$ cat src/rtl/lb_uart_pkg.sv
// lb_uart_pkg: shared types and helpers for the lb_uart receive path.
//   rx_state_e     receiver FSM states (IDLE, START, DATA, PARITY, STOP)
//   majority3      2-of-3 vote used to filter each oversampled bit
//   MIN_OVERSAMPLE smallest supported oversample ratio
package lb_uart_pkg;

    localparam int MIN_OVERSAMPLE = 8;

    typedef enum logic [2:0] {
        IDLE,
        START,
        DATA,
        PARITY,
        STOP
    } rx_state_e;

    function automatic logic majority3(input logic a, input logic b, input logic c);
        return (a & b) | (a & c) | (b & c);
    endfunction

endpackage

$ cat src/rtl/lb_uart_baud_tick.sv
// lb_uart_baud_tick: sample-tick generator for the lb_uart TX/RX cores.
//   clk, reset   system clock, asynchronous active-low reset
//   i_div        clk cycles per tick minus 1 (0 -> tick every clk)
//   i_restart    reload the divider so the next tick lands i_div+1 clk later
//   o_tick       1-clk pulse every i_div+1 clk
module lb_uart_baud_tick #(
    parameter int DIV_W = 16
) (
    input  logic             clk,
    input  logic             reset,
    input  logic [DIV_W-1:0] i_div,
    input  logic             i_restart,
    output logic             o_tick
);

    logic [DIV_W-1:0] r_cnt;

    // The restart cycle itself never ticks: the phase starts over from it.
    assign o_tick = (r_cnt == '0) && !i_restart;

    always_ff @(posedge clk or negedge reset) begin
        if (!reset) begin
            r_cnt <= '0;
        end else if (i_restart || (r_cnt == '0)) begin
            r_cnt <= i_div;
        end else begin
            r_cnt <= r_cnt - DIV_W'(1);
        end
    end

endmodule

$ cat src/rtl/lb_uart_rx_core.sv
// lb_uart_rx_core: oversampling UART receiver with ready/valid output.
//   clk, reset    system clock, asynchronous active-low reset
//   baud_div      clk cycles per sample tick minus 1; change only while busy=0
//   rx            asynchronous serial input, idle high
//   rx_data       received word, valid while rx_valid
//   rx_valid      word available, held until rx_ready
//   rx_ready      consumer accepts when rx_valid & rx_ready
//   framing_err   a stop bit sampled low (qualified by rx_valid)
//   overrun_err   1-clk pulse when a completed frame is dropped
//   busy          high from start-edge detect until return to IDLE
// Optional feature, macro LB_UART_RX_PARITY_EN: adds parity_en, parity_odd,
// parity_err ports and the PARITY state.
module lb_uart_rx_core
    import lb_uart_pkg::*;
#(
    parameter int DATA_BITS  = 8,
    parameter int STOP_BITS  = 1,
    parameter int OVERSAMPLE = 16,
    parameter int DIV_W      = 16
) (
    input  logic                 clk,
    input  logic                 reset,
    input  logic [DIV_W-1:0]     baud_div,
    input  logic                 rx,
`ifdef LB_UART_RX_PARITY_EN
    input  logic                 parity_en,
    input  logic                 parity_odd,
    output logic                 parity_err,
`endif
    output logic [DATA_BITS-1:0] rx_data,
    output logic                 rx_valid,
    input  logic                 rx_ready,
    output logic                 framing_err,
    output logic                 overrun_err,
    output logic                 busy
);

    localparam int TW = $clog2(OVERSAMPLE);
    localparam int BW = $clog2(DATA_BITS);
    localparam logic [TW-1:0] T_LAST  = TW'(OVERSAMPLE - 1);
    localparam logic [TW-1:0] T_EARLY = TW'(OVERSAMPLE / 2 - 1);
    localparam logic [TW-1:0] T_MID   = TW'(OVERSAMPLE / 2);
    localparam logic [TW-1:0] T_LATE  = TW'(OVERSAMPLE / 2 + 1);
    localparam logic [BW-1:0] B_DATA_LAST = BW'(DATA_BITS - 1);
    localparam logic [BW-1:0] B_STOP_LAST = BW'(STOP_BITS - 1);

    logic                 r_sync1, r_sync2;
    logic                 r_armed;
    rx_state_e            r_state;
    logic [TW-1:0]        r_tick_cnt;
    logic [BW-1:0]        r_bit_cnt;
    logic [1:0]           r_maj;
    logic [DATA_BITS-1:0] r_shift;
    logic                 r_ferr_f;
    logic [DATA_BITS-1:0] r_rx_data;
    logic                 r_rx_valid;
    logic                 r_framing_err;
    logic                 r_overrun_err;
    logic                 r_busy;
`ifdef LB_UART_RX_PARITY_EN
    logic                 r_par;
    logic                 r_perr_f;
    logic                 r_parity_err;
`endif

    logic          w_rx;
    logic          w_tick;
    logic          w_start;
    logic [TW-1:0] w_tick_idx;
    logic          w_bit_done;
    logic          w_bit_val;
    logic          w_ferr_now;
    logic          w_take;

    assign w_rx       = r_sync2;
    // Armed means rx has been seen high in IDLE, so low here is a real falling edge.
    assign w_start    = (r_state == IDLE) && r_armed && !w_rx;
    // Tick index within the current bit; wrapping to 0 marks a bit boundary.
    assign w_tick_idx = (r_tick_cnt == T_LAST) ? '0 : r_tick_cnt + TW'(1);
    // The third vote arrives on the late tick; the first two are already stored.
    assign w_bit_done = w_tick && (w_tick_idx == T_LATE);
    assign w_bit_val  = majority3(r_maj[0], r_maj[1], w_rx);
    assign w_ferr_now = r_ferr_f | !w_bit_val;
    assign w_take     = !r_rx_valid || rx_ready;

    lb_uart_baud_tick #(.DIV_W(DIV_W)) u_tick (
        .clk       (clk),
        .reset     (reset),
        .i_div     (baud_div),
        .i_restart (w_start),
        .o_tick    (w_tick)
    );

    always_ff @(posedge clk or negedge reset) begin
        if (!reset) begin
            r_sync1       <= 1'b1;
            r_sync2       <= 1'b1;
            r_armed       <= 1'b0;
            r_state       <= IDLE;
            r_tick_cnt    <= '0;
            r_bit_cnt     <= '0;
            r_maj         <= '0;
            r_shift       <= '0;
            r_ferr_f      <= 1'b0;
            r_rx_data     <= '0;
            r_rx_valid    <= 1'b0;
            r_framing_err <= 1'b0;
            r_overrun_err <= 1'b0;
            r_busy        <= 1'b0;
`ifdef LB_UART_RX_PARITY_EN
            r_par         <= 1'b0;
            r_perr_f      <= 1'b0;
            r_parity_err  <= 1'b0;
`endif
        end else begin
            r_sync1       <= rx;
            r_sync2       <= r_sync1;
            r_overrun_err <= 1'b0;

            // Handshake clears valid; a delivery later in this block overrides it.
            if (r_rx_valid && rx_ready)
                r_rx_valid <= 1'b0;

            if (w_tick) begin
                r_tick_cnt <= w_tick_idx;
                if (w_tick_idx == T_EARLY) r_maj[0] <= w_rx;
                if (w_tick_idx == T_MID)   r_maj[1] <= w_rx;
            end

            case (r_state)
                IDLE: begin
                    if (!r_armed) begin
                        r_armed <= w_rx;
                    end else if (!w_rx) begin
                        r_state    <= START;
                        r_busy     <= 1'b1;
                        r_armed    <= 1'b0;
                        r_tick_cnt <= '0;
                        r_ferr_f   <= 1'b0;
`ifdef LB_UART_RX_PARITY_EN
                        r_par      <= 1'b0;
                        r_perr_f   <= 1'b0;
`endif
                    end
                end
                START: begin
                    // Mid-bit high is a glitch; surviving to the boundary confirms the start bit.
                    if (w_tick && (w_tick_idx == T_MID) && w_rx) begin
                        r_state <= IDLE;
                        r_busy  <= 1'b0;
                    end else if (w_tick && (w_tick_idx == '0)) begin
                        r_state   <= DATA;
                        r_bit_cnt <= '0;
                    end
                end
                DATA: begin
                    if (w_bit_done) begin
                        r_shift <= {w_bit_val, r_shift[DATA_BITS-1:1]};
`ifdef LB_UART_RX_PARITY_EN
                        r_par   <= r_par ^ w_bit_val;
`endif
                        if (r_bit_cnt == B_DATA_LAST) begin
                            r_bit_cnt <= '0;
`ifdef LB_UART_RX_PARITY_EN
                            r_state   <= parity_en ? PARITY : STOP;
`else
                            r_state   <= STOP;
`endif
                        end else begin
                            r_bit_cnt <= r_bit_cnt + BW'(1);
                        end
                    end
                end
`ifdef LB_UART_RX_PARITY_EN
                PARITY: begin
                    if (w_bit_done) begin
                        r_perr_f <= ((r_par ^ w_bit_val) != parity_odd);
                        r_state  <= STOP;
                    end
                end
`endif
                STOP: begin
                    if (w_bit_done) begin
                        if (r_bit_cnt == B_STOP_LAST) begin
                            // Leave at mid-stop so the next start edge is never missed.
                            r_state <= IDLE;
                            r_busy  <= 1'b0;
                            if (w_take) begin
                                r_rx_data     <= r_shift;
                                r_framing_err <= w_ferr_now;
`ifdef LB_UART_RX_PARITY_EN
                                r_parity_err  <= r_perr_f;
`endif
                                r_rx_valid    <= 1'b1;
                            end else begin
                                r_overrun_err <= 1'b1;
                            end
                        end else begin
                            r_ferr_f  <= w_ferr_now;
                            r_bit_cnt <= r_bit_cnt + BW'(1);
                        end
                    end
                end
                default: begin
                    r_state <= IDLE;
                    r_busy  <= 1'b0;
                end
            endcase
        end
    end

    assign rx_data     = r_rx_data;
    assign rx_valid    = r_rx_valid;
    assign framing_err = r_framing_err;
    assign overrun_err = r_overrun_err;
    assign busy        = r_busy;
`ifdef LB_UART_RX_PARITY_EN
    assign parity_err  = r_parity_err;
`endif

endmodule

$ cat config.mk
export PLATFORM = sky130hd
export DESIGN_NAME = lb_uart_rx_core
export DESIGN_NICKNAME = d
export VERILOG_FILES = /design/src/rtl/lb_uart_pkg.sv /design/src/rtl/lb_uart_baud_tick.sv /design/src/rtl/lb_uart_rx_core.sv
export SDC_FILE = /design/constraint.sdc
export NUM_CORES = 1
export LEC_CHECK = 0
export CAP_MARGIN = 10
export CORE_ASPECT_RATIO = 0.5
export CORE_UTILIZATION = 59
export DETAILED_ROUTE_END_ITERATION = 10
export PLACE_DENSITY_LB_ADDON = 0.3
export SLEW_MARGIN = 20
export SYNTH_ARGS = -nofsm -noshare
export SYNTH_HDL_FRONTEND = slang
export SYNTH_SLANG_ARGS = --single-unit
$ cat constraint.sdc
create_clock -name clk -period 3.3 [get_ports clk]
set_clock_uncertainty 0.2 [all_clocks]
set_input_delay 0.99 -clock clk [delete_from_list [all_inputs] [get_ports clk]]
set_output_delay 0.99 -clock clk [all_outputs]
set_load 0.05 [all_outputs]
Word-level counts from Yosys, hierarchy flattened
Index checks and enable logic that the tools add are counted.
{"block": "totals", "regBits": 52, "inputBits": 20}
{"block": "op_classes", "bitwise_logic": 7, "reduce_logical": 28, "n_mux": 44, "n_addsub": 3, "n_eq_ne": 19}
{"cell": "3-bit two-way mux", "n": 14}
{"cell": "1-bit two-way mux", "n": 20}
{"cell": "4-bit two-way mux", "n": 5}
{"cell": "2-bit != test (second input constant)", "n": 10}
{"cell": "16-bit logical NOT", "n": 1}
{"cell": "16-bit two-way mux", "n": 1}
{"cell": "16-bit by 1-bit subtractor with 16-bit output (second input constant)", "n": 1}
{"cell": "4-bit equality test (second input constant)", "n": 3}
{"cell": "3-bit case mux with 4 select lines", "n": 1}
{"cell": "6-bit AND reduction", "n": 2}
{"cell": "3-bit case mux with 3 select lines", "n": 1}
{"cell": "1-bit logical AND", "n": 8}
{"cell": "7-bit AND reduction", "n": 1}
{"cell": "3-bit equality test (second input constant)", "n": 2}
{"cell": "3-bit logical NOT", "n": 2}
{"cell": "2-bit AND reduction", "n": 3}
{"cell": "5-bit AND reduction", "n": 1}
{"cell": "4-bit by 1-bit adder with 4-bit output (second input constant)", "n": 1}
{"cell": "4-bit by 3-bit equality test with 1-bit output (second input constant)", "n": 1}
{"cell": "1-bit logical NOT", "n": 4}
{"cell": "4-bit logical NOT", "n": 1}
{"cell": "1-bit case mux with 4 select lines", "n": 1}
{"cell": "4-bit AND reduction", "n": 1}
{"cell": "3-bit by 1-bit adder with 3-bit output (second input constant)", "n": 1}
{"cell": "10 further kinds", "n": 15}

Depth between registers and ports, before layout
Gate-level depths: netlist (run 1).
{"block": "logic_depth", "depth_word": 9, "mapped_depth": 9, "ltp_nobuf": 7}

By module
Synthesis (run 1) repeated with hierarchy kept, for this count alone.
{"block": "unflattened", "cells_unflattened": 235, "area_unflattened_um2": 2656.3}
{"mod": "lb_uart_rx_core", "area_each_um2": 1730.4, "instances": 1, "cells_each": 143, "seq_area_each_um2": 903.4}
{"mod": "lb_uart_baud_tick", "area_each_um2": 925.9, "instances": 1, "cells_each": 92, "seq_area_each_um2": 400.4}

Least setup slack after synthesis (run 1)
Ideal clock, no wire load.
{"block": "synth_timing", "path_kind": "register -> register", "startpoint": "reg r_tick_cnt[0]", "endpoint": "reg r_rx_data[0] (netlist: rx_data[0])", "t_arrival_ns": 1.933, "setup_ns": 0.125, "synth_period_minus_slack_ns": 2.258, "stages_incl_launch_ff": 6, "path_slack_ns": 1.042, "cell_sequence": "dfrtp_1 > ha_1 > o32ai_1 > and4_1 > buf_4 > mux2_2"}
{"block": "synth_between", "elab_chain_cells": 5, "elab_cells_between_ends": 6, "classes_between": "add/sub (1); eq/ne (2); mux (1); reduce/logical (2)"}
{"item": "start, declared", "line": "lb_uart_rx_core.sv:50", "text": "logic [TW-1:0] r_tick_cnt;"}
{"item": "start signal, assigned", "line": "lb_uart_rx_core.sv:125", "text": "r_tick_cnt <= w_tick_idx;"}
{"item": "4-bit by 1-bit adder with 4-bit output or 4-bit equality test (tied branches)", "line": "lb_uart_rx_core.sv:79", "text": "assign w_tick_idx = (r_tick_cnt == T_LAST) ? '0 : r_tick_cnt + TW'(1);"}
{"item": "4-bit two-way mux (*)", "line": "lb_uart_rx_core.sv:79"}
{"item": "4-bit equality test (*)", "line": "lb_uart_rx_core.sv:81", "text": "assign w_bit_done = w_tick && (w_tick_idx == T_LATE);"}
{"item": "1-bit logical AND (*)", "line": "lb_uart_rx_core.sv:81"}
{"item": "4-bit AND reduction (no source line) (*)"}
{"item": "end signal, assigned", "line": "lb_uart_rx_core.sv:189", "text": "r_rx_data <= r_shift;"}
{"item": "end, declared", "line": "lb_uart_rx_core.sv:55", "text": "logic [DATA_BITS-1:0] r_rx_data;"}
Mark *: on every way between the ends. The rest lies on a longest branch, timed or not.
A chain may end at the register's enable or synchronous reset.

Worst setup path in the final report (run 1)
{"block": "layout_timing", "startpoint": "reg r_busy (netlist: busy)", "endpoint": "out busy"}
{"item": "start, declared", "line": "lb_uart_rx_core.sv:59", "text": "logic r_busy;"}
{"item": "start signal, assigned", "line": "lb_uart_rx_core.sv:109", "text": "r_busy <= 1'b0;"}
{"item": "start signal, assigned", "line": "lb_uart_rx_core.sv:136", "text": "r_busy <= 1'b1;"}
{"item": "start signal, assigned", "line": "lb_uart_rx_core.sv:150", "text": "r_busy <= 1'b0;"}
{"item": "end, declared", "line": "lb_uart_rx_core.sv:35", "text": "output logic busy"}
No word-level cell between the ends.

==> results of run 1 <==
## synthesized netlist by cell type (3+ instances only)
master    count
a21o_1        5
a21oi_1       5
a31oi_1       4
and4_1        3
buf_2         3
dfrtp_1      50
ha_1          9
inv_1         9
mux2_2       18
nand2_1      36
nand2b_1      3
nand3_1       6
nand4_1       3
nor2_1       13
nor3_1        6
o21ai_0      20
xnor2_1       8
xor2_1        8
## flip-flops by register name, indices dropped and copies added (netlist names)
| name | cells |
|---|---|
| u_tick.r_cnt | 16 |
| r_shift | 8 |
| rx_data | 8 |
| r_tick_cnt | 4 |
| r_bit_cnt | 3 |
| r_state | 3 |
| r_maj | 2 |
| busy | 1 |
| framing_err | 1 |
| overrun_err | 1 |
| r_armed | 1 |
| r_ferr_f | 1 |
| r_sync1 | 1 |
| r_sync2 | 1 |
| rx_valid | 1 |
## cells in the final DEF (no fill, tap or decap), types with 8 or more instances in the layout
cell type        Yosys  layout
inv_1                9       9
o21ai_0             20      20
nor2_1              13      13
xnor2_1              8       8
nand2_1             36      36
clkdlybuf4s50_1      0      30
ha_1                 9       9
dfrtp_1             50      50
xor2_1               8       8
mux2_2              18      18
## kinds of logic after synthesis
logic type | count (synthesis)
compound gates | 42
mux | 21
xor+xnor | 16
fa+ha+maj | 10
simple gates | 91
flops | 52
buf+inv | 16
## layout make-up
cell class	instances	area, sq um	area share (%)
Clock inverter	3	90.09	2.859
Inverter	9	33.78	1.072
Multi-Input combinational cell	180	1251	39.71
Timing Repair Buffer	35	335.3	10.64
Sequential cell	52	1304	41.38
Clock buffer	5	68.82	2.184
Tap cell	54	67.56	2.145
## power groups by stage
stage	sequential (uW)	combinational [uW]	clock, uW
3_5_place_dp	927	427	0
4_1_cts	918	443	594
3_3_place_gp	915	405	0
5_1_grt	940	492	627
2_1_floorplan	915	295	0
6_report	921	439	590
## path summary, 6_finish.rpt
path | startpoint | to | cells past startpoint
min reg2reg | r_sync1$_DFF_PN1_ | r_sync2$_DFF_PN1_ | 0
max reg2reg | u_tick.r_cnt[0]$_DFF_PN0_ | rx_data[7]$_DFFE_PN0P_ | 6
max in group asynchronous | reset | u_tick.r_cnt[12]$_DFF_PN0_ | 2
min | r_sync1$_DFF_PN1_ | r_sync2$_DFF_PN1_ | 0
max | busy$_DFFE_PN0P_ | busy | 1
min in group asynchronous | reset | rx_data[0]$_DFFE_PN0P_ | 1
## metrics by stage
step                cell area (sq um)  power [uW]  utilization [%]
floorplan                        2626        1210                -
global placement                 2992        1320            73.25
detailed placement               2992        1353            73.25
CTS                              3151        1955            77.14
global route                     3151        2059            77.14
finish                           3151        1950            77.14
## metal layers
layer	track usage [%]	vias up	part of all wire [%]
met1	34.02	944	45
met2	43.85	56	50
met5	0	-	0
li1	-	944	-
met3	5.763	6	4.7
met4	5.637	0	0.78
==> impl_metrics.py, run 1 <==
metrics = {
    "outcome": {
        "status": "finished, final reports clean",
    },
    "clock_network": {
        "cts_inserted_buffers": 5,
        "cts_tree": "built",
        "clock-root-buffer": "clkbuf_8",
        "worst_skew_pair.late_latency_ns": 0.30,
        "cts_setup_buffers": 0,
        "hold_buffers": 0,
        "clkSinkCount": 52,
        "clk_path_buf_depth": 2,
        "clk_pin_slew_ns": 0.09,
        "cts.repair.resized": 0,
        "htree_levels": 2,
    },
    "sta": {
        "relSlewSlack_pct": 39.74,
        "setup_violations": 0,
        "setup_slack_ns": 0.5689,
        "fmax_mhz": 366.2,
        "fin_crit_ns": 2.731,
        "worst_pin_slew_ns": 0.9038,
        "hold_slack_ns": 0.1636,
        "min_period_over_period_pct": 82.76,
        "rsz0062_at_grt": "false",
        "maxSlewViolCount": 0,
        "hold_viol_final": 0,
        "setup-tns-final_ns": 0,
    },
    "worst_hold_path": {
        "min_path_type": "flop to flop",
    },
    "power": {
        "power_leakage_uw": 0.001358,
        "switching_power_uw": 610.2,
        "power.internal_uw": 1340,
        "clock_power_share_pct": 30.3,
        "pwr-share-comb_pct": 22.5,
        "p_sw_share_pct": 31.29,
        "irDropWorstVdd_mv": 0.4061,
        "seq_power_share_pct": 47.3,
        "powerDensity_nw_per_um2": 618.9,
    },
    "setup_path": {
        "worstPathMaxFanout": 4,
        "max_stage_delay_ns": 0.83,
        "end_kind": "output port",
        "cp-start-kind": "flop",
        "critPathRequiredTime_ns": 2.11,
        "arrival_ns": 1.54,
        "critical_path.slowest_cell": "clkdlybuf4s50_1",
        "crit_chain": "clkdlybuf4s50_1",
        "r2r_slack_ns": 0.71,
        "worst-setup-path-type": "flop to output port",
        "crit_buf_inv": 1,
        "crit_family": "buffers and inverters",
    },
    "floorplanning": {
        "die_w_microns": 96.36,
        "rows": 16,
        "floorplan.initialDensity_pct": 64.31,
        "coreArea_sq_um": 4084,
        "io_pins": 32,
        "die_area_sq_um": 4738,
        "die_h_microns": 49.18,
    },
    "synthesis": {
        "syn_area_sq_um": 2626,
        "synthSimpleGateAreaFrac_pct": 19.10,
        "syn_inst": 248,
        "yosysTopAreaCell": "dfrtp_1",
        "synth_top_family_by_area": "simple AND/OR/NAND/NOR gates",
        "synth.avg_cell_area_sq_um": 10.59,
        "synth_compound_area_share_pct": 9.624,
        "ys_warn_count": 0,
        "syn_nets": 277,
        "synthDistinctLibCells": 46,
        "synth_xor_area_share_pct": 5.336,
        "async_flop_share_pct": 100.0,
        "synth.area.top_cells": "dfrtp_1 48%, mux2_2 7.7%, nand2_1 5.1%, ha_1 4.3%, o21ai_0 3.8%",
        "muxShareOfSynthArea_pct": 8.909,
        "ys_seq_area_share_pct": 49.64,
        "synth_top_area_share_pct": 47.64,
        "synth_edf_count": 0,
        "synth_adder_area_share_pct": 4.669,
        "synthFlopType": "dfrtp_1",
        "synth-seq-cells": 52,
    },
    "place": {
        "dp_worst_setup_slack_ns": 0.5381,
        "dp_cells": 330,
        "hpwl_mm": 3.534,
        "place_congestion": 0.8207,
        "io_buffers": 31,
    },
    "routing": {
        "drtAntennaViolNets": 0,
        "drt-pass1-iter-count": 4,
        "drc": 0,
        "drt_iter0_markers": 104,
        "wl_mm": 5.135,
        "viasPerCell": 5.769,
        "wl_per_cell_microns": 15.19,
        "via_count": 1950,
    },
    "flow_run": {
        "maxCapViolCount": 0,
    },
    "global_route": {
        "track_usage_pct": 25.80,
        "antenna_found_initial": 0,
        "grt-ovfl-total": 0,
        "grt_start_max_net_pins": 41,
        "grt_pass1_vias": 1943,
        "grt_pass1_wl_mm": 9.204,
    },
    "final_layout": {
        "finalNetCount": 312,
        "final_layout_size_suffix_gt1_share_pct": 15.85,
        "fillers": 278,
        "areaGrowthSynthToFinish_pct": 19.96,
        "antenna_cells": 0,
        "stdcell_count": 338,
    },
}
No activity file was read; power rests on OpenSTA's default activity.
==> run 2: changes to the inputs <==
--- a/config.mk
+++ b/config.mk
@@ -7,7 +7,7 @@
 export LEC_CHECK = 0
 export CAP_MARGIN = 10
 export CORE_ASPECT_RATIO = 0.5
-export CORE_UTILIZATION = 59
+export CORE_UTILIZATION = 55
 export DETAILED_ROUTE_END_ITERATION = 10
 export PLACE_DENSITY_LB_ADDON = 0.3
 export SLEW_MARGIN = 20
==> constraint.sdc (replaced) <==
create_clock -name clk -period 2.6 [get_ports clk]
set_clock_uncertainty 0.2 [all_clocks]
set_input_delay 0.78 -clock clk [delete_from_list [all_inputs] [get_ports clk]]
set_output_delay 0.78 -clock clk [all_outputs]
set_load 0.05 [all_outputs]
==> run 2 against run 1 <==
Against the previous run: via count fell by 2.8%; critical path type unchanged; routed wire length fell by 8.1%; global-route usage fell by 4.5 points; largest cell class unchanged; critical path depth did not move; core utilization fell by 6.8 points; worst hold slack got worse by 0.0029 ns; final cell count rose by 4.7%; register-to-register slack got worse by 0.47 ns; design area rose by 0.20%; first-iteration DRC count fell by 13%.
==> impl_metrics.py, run 2 (synthesis results as in run 1) <==
metrics = {
    "routing": {
        "viasPerCell": 5.353,
        "drtAntennaViolNets": 0,
        "wl_per_cell_microns": 13.33,
        "wl_mm": 4.718,
        "drt_iter0_markers": 90,
        "drt-pass1-iter-count": 4,
        "drc": 0,
        "via_count": 1895,
    },
    "final_layout": {
        "finalNetCount": 316,
        "areaGrowthSynthToFinish_pct": 20.20,
        "mostFrequentLayoutCell": "dfrtp_1",
        "largest_reg_flops": 16,
        "stdcell_count": 354,
        "layout_common_cells": "50 x dfrtp_1, 36 x nand2_1, 30 x clkdlybuf4s50_1",
        "antenna_cells": 0,
        "largest-register": "u_tick.r_cnt",
        "final_layout_size_suffix_gt1_share_pct": 16.67,
    },
    "global_route": {
        "grt_pass1_vias": 1786,
        "grt_start_max_net_pins": 33,
        "track_usage_pct": 21.30,
        "antenna_found_initial": 0,
        "grt_pass1_wl_mm": 8.038,
        "grt-ovfl-total": 0,
    },
    "clock_network": {
        "cts_tree": "built",
        "clock-root-buffer": "clkbuf_8",
        "hold_buffers": 0,
        "clk_path_buf_depth": 2,
        "clk_pin_slew_ns": 0.09,
        "cts.repair.resized": 0,
        "cts_inserted_buffers": 5,
        "worst_skew_pair.late_latency_ns": 0.31,
        "cts_setup_buffers": 0,
        "htree_levels": 2,
        "clkSinkCount": 52,
    },
    "setup_path": {
        "crit_family": "buffers and inverters",
        "worstPathMaxFanout": 4,
        "crit_chain": "clkdlybuf4s50_1",
        "critical_path.slowest_cell": "clkdlybuf4s50_1",
        "critical_path.startpoint": "busy$_DFFE_PN0P_",
        "crit_buf_inv": 1,
        "cp-start-kind": "flop",
        "arrival_ns": 1.52,
        "end_kind": "output port",
        "worst-setup-path-type": "flop to output port",
        "max_stage_delay_ns": 0.82,
        "critPathRequiredTime_ns": 1.62,
        "rr_startpoint": "u_tick.r_cnt[0]$_DFF_PN0_",
    },
    "floorplanning": {
        "io_pins": 32,
        "die_w_microns": 99.73,
        "floorplan.initialDensity_pct": 58.52,
        "die_area_sq_um": 5072,
        "rows": 17,
        "die_h_microns": 50.86,
        "coreArea_sq_um": 4488,
    },
    "sta": {
        "min_period_over_period_pct": 96.26,
        "fmax_mhz": 399.6,
        "setup-tns-final_ns": 0,
        "hold_viol_final": 0,
        "maxSlewViolCount": 0,
        "rsz0062_at_grt": "false",
        "fin_crit_ns": 2.503,
        "worst_pin_slew_ns": 0.5005,
        "relSlewSlack_pct": 66.53,
        "setup_violations": 0,
    },
    "power": {
        "irDropWorstVdd_mv": 0.4731,
        "powerDensity_nw_per_um2": 719.1,
        "power_leakage_uw": 0.001360,
    },
    "outcome": {
        "status": "finished, final reports clean",
    },
    "place": {
        "dp_cells": 346,
        "io_buffers": 31,
        "place_congestion": 0.7782,
        "hpwl_mm": 3.460,
    },
    "flow_run": {
        "maxCapViolCount": 0,
    },
    "worst_hold_path": {
        "min_path_type": "flop to flop",
        "min_from": "r_sync1$_DFF_PN1_",
    },
}
## run 2: cell count changes in the layout (fill, tap and decap cells not counted)
| cell | change |
|---|---|
| buf_4 | +3 |
| bufinv_16 | -2 |
| buf_12 | +1 |
| clkbuf_1 | +1 |
| clkinv_2 | +1 |
## run 2: where the power goes
part | internal (uW) | switching (uW) | leakage, uW
clock | 286 | 261 | 0.0000552
sequential | 962 | 196 | 0.000678
combinational | 281 | 284 | 0.000626
total | 1530 | 742 | 0.00136
## run 2: final timing paths
path | endpoint | slack (ns) | cells after the start
hold / removal | r_sync2$_DFF_PN1_ | 0.16 | 0
max in group asynchronous | r_sync1$_DFF_PN1_ | 1.39 | 2
min in group asynchronous | rx_data[4]$_DFFE_PN0P_ | 0.22 | 1
setup reg to reg | rx_data[6]$_DFFE_PN0P_ | 0.24 | 7
hold reg to reg | r_sync2$_DFF_PN1_ | 0.16 | 0
setup / recovery | busy | 0.1 | 1
## run 2: area by class of cell
| type | count | area (sq um) |
|---|---|---|
| Inverter | 9 | 33.78 |
| Clock inverter | 2 | 35.03 |
| Multi-Input combinational cell | 180 | 1251 |
| Sequential cell | 52 | 1304 |
| Timing Repair Buffer | 39 | 377.9 |
| Clock buffer | 6 | 72.57 |
| Tap cell | 66 | 82.58 |
| Fill cell | 334 | 1331 |
## run 2: metrics by stage
stage	setup slack [ns]	hold slack (ns)	util (%)	total power [uW]	instance area [sq um]
after global routing	0.04382	0.1652	70.34	2417	3157
after global placement	0.2132	0.1501	67.94	1702	3049
after detailed placement	0.1729	0.1485	67.94	1736	3049
final	0.09724	0.1607	70.34	2270	3157
after floorplan	0.3424	0.1452	-	1536	2626
after CTS	0.08229	0.1623	70.34	2289	3157
## run 2: metal layers
layer / vias up / routed length, microns / track usage, %
met5: - / 0 / 0
met4: 0 / 66 / 6.863
met3: 11 / 235 / 7.934
met2: 51 / 2259 / 35.40
met1: 886 / 2156 / 26.08
li1: 947 / - / -
